## src/rtl/pipeline_run_controller.sv

```systemverilog
// pipeline_run_controller
//
// Run-control sequencer for a 5-stage pipeline. Host commands (RUN, STEP N,
// HALT) are turned into one pipeline enable that gates the PC and every
// inter-stage register. When the end-of-program word shows up at fetch, the
// controller holds fetch and keeps the pipeline enabled long enough to
// retire the older instructions, then parks in DONE until reset. A
// saturating count of enabled cycles is kept for debug readout.
//
// Parameters:
//   HALT_WORD     instruction word marking end of program
//   DRAIN_CYCLES  enabled cycles after the halt-word cycle (1..15)
//   CNT_W         width of cycle_count
//
// Ports:
//   clk            clock, all state updates on rising edge
//   reset          synchronous active-high reset, overrides every input
//   cmd_valid      command offered this cycle
//   cmd_code       00 NOP, 01 RUN, 10 STEP, 11 HALT
//   step_count     cycle count for STEP, sampled only on a STEP transfer
//   cmd_ready      controller accepts a command this cycle
//   instruction_IF word currently presented by the fetch block
//   pipe_enable    PC and pipeline registers advance this cycle
//   fetch_hold     PC write disabled and IF/ID loads a nop
//   state          000 IDLE, 001 RUN, 010 STEP, 011 DRAIN, 100 DONE
//   busy           state is RUN, STEP or DRAIN
//   done           state is DONE
//   cycle_count    saturating number of cycles with pipe_enable=1

module pipeline_run_controller #(
  parameter logic [31:0] HALT_WORD    = 32'hFFFF_FFFF,
  parameter int          DRAIN_CYCLES = 4,
  parameter int          CNT_W        = 32
) (
  input  logic             clk,
  input  logic             reset,
  input  logic             cmd_valid,
  input  logic [1:0]       cmd_code,
  input  logic [15:0]      step_count,
  output logic             cmd_ready,
  input  logic [31:0]      instruction_IF,
  output logic             pipe_enable,
  output logic             fetch_hold,
  output logic [2:0]       state,
  output logic             busy,
  output logic             done,
  output logic [CNT_W-1:0] cycle_count
);

  localparam logic [2:0] ST_IDLE  = 3'b000;
  localparam logic [2:0] ST_RUN   = 3'b001;
  localparam logic [2:0] ST_STEP  = 3'b010;
  localparam logic [2:0] ST_DRAIN = 3'b011;
  localparam logic [2:0] ST_DONE  = 3'b100;

  localparam logic [1:0] CMD_NOP  = 2'b00;
  localparam logic [1:0] CMD_RUN  = 2'b01;
  localparam logic [1:0] CMD_STEP = 2'b10;
  localparam logic [1:0] CMD_HALT = 2'b11;

  localparam logic [3:0] DRAIN_LOAD = 4'(DRAIN_CYCLES);

  logic [2:0]       state_q, state_d;
  logic [15:0]      remaining_q, remaining_d;
  logic [3:0]       drain_q, drain_d;
  logic [CNT_W-1:0] cycle_count_q, cycle_count_d;

  logic cmd_xfer;
  logic halt_hit;

  // Everything except fetch_hold is a pure decode of the registered state.
  assign cmd_ready   = (state_q == ST_IDLE) || (state_q == ST_RUN);
  assign pipe_enable = (state_q == ST_RUN) || (state_q == ST_STEP) ||
                       (state_q == ST_DRAIN);
  assign busy        = pipe_enable;
  assign done        = (state_q == ST_DONE);
  assign state       = state_q;
  assign cycle_count = cycle_count_q;

  assign cmd_xfer = cmd_valid && cmd_ready;

  // The halt word is caught while it is still at fetch so it never loads
  // into IF/ID; hence the combinational path to fetch_hold.
  assign halt_hit = ((state_q == ST_RUN) || (state_q == ST_STEP)) &&
                    (instruction_IF == HALT_WORD);

  // Only asserted in enabled states, so it is low whenever pipe_enable is.
  assign fetch_hold = halt_hit || (state_q == ST_DRAIN);

  always_comb begin
    state_d     = state_q;
    remaining_d = remaining_q;
    drain_d     = drain_q;

    case (state_q)
      ST_IDLE: begin
        if (cmd_xfer) begin
          case (cmd_code)
            CMD_RUN: state_d = ST_RUN;
            CMD_STEP: begin
              // STEP 0 is accepted but does nothing.
              if (step_count != 16'd0) begin
                state_d     = ST_STEP;
                remaining_d = step_count;
              end
            end
            CMD_NOP, CMD_HALT: state_d = ST_IDLE;
            default: state_d = ST_IDLE;
          endcase
        end
      end

      ST_RUN: begin
        // A halt hit wins over a HALT command in the same cycle; RUN, STEP
        // and NOP are accepted and ignored here.
        if (halt_hit) begin
          state_d = ST_DRAIN;
          drain_d = DRAIN_LOAD;
        end else if (cmd_xfer && (cmd_code == CMD_HALT)) begin
          state_d = ST_IDLE;
        end
      end

      ST_STEP: begin
        if (halt_hit) begin
          // Any steps still outstanding are discarded.
          state_d     = ST_DRAIN;
          drain_d     = DRAIN_LOAD;
          remaining_d = 16'd0;
        end else begin
          remaining_d = remaining_q - 16'd1;
          if (remaining_q == 16'd1) begin
            state_d = ST_IDLE;
          end
        end
      end

      ST_DRAIN: begin
        drain_d = drain_q - 4'd1;
        if (drain_q == 4'd1) begin
          state_d = ST_DONE;
        end
      end

      ST_DONE: state_d = ST_DONE;

      // Unused encodings fall back to a safe stopped state.
      default: state_d = ST_IDLE;
    endcase
  end

  // Saturating enabled-cycle counter.
  always_comb begin
    cycle_count_d = cycle_count_q;
    if (pipe_enable && (cycle_count_q != {CNT_W{1'b1}})) begin
      cycle_count_d = cycle_count_q + CNT_W'(1);
    end
  end

  always_ff @(posedge clk) begin
    if (reset) begin
      state_q       <= ST_IDLE;
      remaining_q   <= 16'd0;
      drain_q       <= 4'd0;
      cycle_count_q <= '0;
    end else begin
      state_q       <= state_d;
      remaining_q   <= remaining_d;
      drain_q       <= drain_d;
      cycle_count_q <= cycle_count_d;
    end
  end

endmodule

```

## config.mk

```make
export PLATFORM = sky130hd
export DESIGN_NAME = pipeline_run_controller
export DESIGN_NICKNAME = d
export VERILOG_FILES = /design/src/rtl/pipeline_run_controller.sv
export SDC_FILE = /design/constraint.sdc
export NUM_CORES = 1
export LEC_CHECK = 0
export ABC_AREA = 1
export CAP_MARGIN = 10
export CORE_MARGIN = 3
export CORE_UTILIZATION = 51
export DETAILED_ROUTE_END_ITERATION = 8
export PLACE_DENSITY = 0.85
export SYNTH_ARGS = -nofsm -noshare
export SYNTH_HDL_FRONTEND = slang
export SYNTH_SLANG_ARGS = --single-unit
```

## constraint.sdc

```tcl
create_clock -name clk -period 2 [get_ports clk]
set_input_delay 0.2 -clock clk [delete_from_list [all_inputs] [get_ports clk]]
set_output_delay 0.2 -clock clk [all_outputs]
set_load 0.05 [all_outputs]
```

==> impl_metrics.json <==
{
  "slowest_stage": "clkdlybuf4s50_1",
  "drt_iter0_markers": 271,
  "slew_headroom": 0.656,
  "die_w_um": 93.0,
  "dieArea_um2": 8650,
  "skew_ns": 0.00987,
  "tightestPinTransition_ns": 0.514,
  "dp_hpwl_um": 8610,
  "critPathArrivalTime_ns": 1.66,
  "ys_seq_elements": 55,
  "ys_warn_count": 0,
  "drc": 0,
  "boundaryPins": 93,
  "overflow": 0,
  "finalSetupTns_ns": 0,
  "vias_per_cell": 5.10,
  "hold_class": "register to register",
  "reg2reg_slack_ns": 0.27,
  "grt_pass1_vias": 4045,
  "synthesis.nets": 715,
  "start_kind": "register",
  "ant_nets": 0,
  "fin_crit_sh": 0.930,
  "start_util": 0.529,
  "dp.cells": 842,
  "yosysUniqueCellTypes": 32,
  "syn_to_final_growth_pct": 29.9,
  "post_drt_wl_per_cell_um": 12.8,
  "end_kind": "primary output",
  "path_cells": "clkdlybuf4s50_1",
  "critPathKind": "register to primary output",
  "final_cells": 850,
  "cts_buffers": 5,
  "status": "complete, no violations",
  "clk_pin_slew_worst_paths_ns": 0.09,
  "layout_commonest_cell": "nand2_1",
  "drive_gt1_frac": 0.0679,
  "crit_family": "buffers and inverters",
  "grt_max_degree": 33,
  "yosysSeqAreaShare": 0.285,
  "cts_tree": "built",
  "antenna_cells": 0,
  "avgSynthCellArea_um2": 5.87,
  "core_um2": 7290,
  "antenna_found_initial": 0,
  "min_period_ns": 1.86,
  "vias": 4335,
  "grt_util_all_layers": 0.256,
  "die_y_um": 93.0,
  "postSynthCellCount": 657,
  "max_stage_delay_ns": 0.86,
  "crit_fanout": 7,
  "fmax_mhz": 538,
  "leakagePower_uw": 0.00212,
  "root_buffer": "clkbuf_8",
  "postCtsSetupBuffers": 0,
  "clock_latency_ns": 0.31,
  "ir_drop_v": 0.000914,
  "row_count": 31,
  "clockBufferDepth": 2,
  "crit_required_ns": 1.80,
  "clock_sinks": 55,
  "final_core_util": 0.687,
  "drt_wl_total_um": 10900,
  "max-cap-violations": 0,
  "num-fill-cells": 671,
  "grt_pass1_wl_um": 18400,
  "rsz0062_at_grt": "no",
  "first_pass_iters": 5,
  "setup_violations": 0,
  "numPortBuffers": 92,
  "hold_viol_final": 0,
  "gp_congestion": 0.897,
  "final_nets": 808,
  "powerDensity_nw_per_um2": 944,
  "synth_area_um2": 3860,
  "cp_num_buf_inv": 1,
  "cts_max_level": 2,
  "final_cell_mix": "252 x nand2_1, 104 x nor2_1, 86 x clkdlybuf4s50_1",
  "slew_viol_final": 0
}
[tightest hold or removal path: cells and delay by family, from the launching register on]
kind | cells | cell delay [ns]
DFF | 1 | 0.34
and+or+nand+nor | 1 | 0.07
AOI/OAI and AO/OA | 1 | 0.06
[worst paths after layout]
kind / startpoint / end / cells after the start
max: cycle_count[22] / cycle_count[22] / 1
max reg2reg: cycle_count[11] / cycle_count[22] / 8
min: cycle_count[31] / cycle_count[31] / 2
min reg2reg: cycle_count[31] / cycle_count[31] / 2
[what timing repair did]
item | CTS | global route
setup endpoints to repair | 0 | 1
hold buffers | 0 | 0
gates resized for setup | 0 | 1
[synth_stat cells]
cell type	count	area [µm²]
clkbuf_1	4	15.0
xor2_1	23	201
nand3b_1	2	15.0
nand4_1	8	50.1
o211ai_1	1	7.51
inv_2	7	26.3
ha_1	5	62.6
nor3_2	3	30.0
or2_0	2	12.5
a21oi_1	50	250
nor2_1	104	390
a21boi_2	1	11.3
nor2_8	2	40.0
o31ai_1	1	7.51
xnor2_1	5	43.8
buf_6	3	33.8
nand2_2	1	6.26
buf_1	1	3.75
nand2_1	252	946
a31oi_1	1	6.26
o21ai_0	4	20.0
buf_4	1	7.51
inv_1	64	240
nor3_1	8	40.0
buf_2	7	35.0
nand3_1	31	155
nand3_2	2	20.0
dfxtp_1	55	1100
o211ai_2	1	12.5
nor2_2	4	25.0
nand2_4	3	33.8
a31o_2	1	8.76
[per-stage QoR]
stage / hold slack, ns / setup WS, ns / total power [µW] / instance area [µm²]
after floorplan: 0.408 / 0.0123 / 3360 / 3860
after global placement: 0.464 / 0.244 / 3960 / 4910
after detailed placement: 0.488 / 0.181 / 4050 / 4910
after CTS: 0.502 / 0.111 / 4730 / 5010
after global routing: 0.526 / 0.00159 / 5120 / 5010
final: 0.505 / 0.140 / 4730 / 5010
[power breakdown]
group,internal [µW],switching (µW)
registers,1260,151
clock network,316,354
logic,904,1750
[layer usage]
| metal | vias to the layer above | part of all wire | GRT usage |
|---|---|---|---|
| met5 | - | 0 | 0 |
| li1 | 2221 | - | - |
| met1 | 1932 | 0.44 | 0.342 |
| met3 | 23 | 0.058 | 0.0290 |
| met4 | 0 | 0.020 | 0.0720 |
| met2 | 159 | 0.48 | 0.438 |
[state kept, by name (all words and copies together) (netlist names)]
register,cells
drain_q,4
remaining_q,16
state,3
cycle_count,32
[kinds of logic after synthesis]
family                     count (synthesis)  synth area share
xor gates and xnor gates                  28            0.0636
adders and majority gates                  5            0.0162
and+or+nand+nor                          422             0.457
DFF                                       55             0.285
AOI/OAI and AO/OA                         60            0.0840
buffers and inverters                     87            0.0937
[final cells by class]
type,count,area (µm²),share of cell area
clock inverter,1,7.51,0.00150
timing repair buffer,102,1020,0.203
tap,99,124,0.0247
clock buffer,7,96.3,0.0192
inverter,71,267,0.0532
sequential,55,1100,0.220
multi-input combinational,515,2400,0.478
Power figures use the tool's default switching activity.
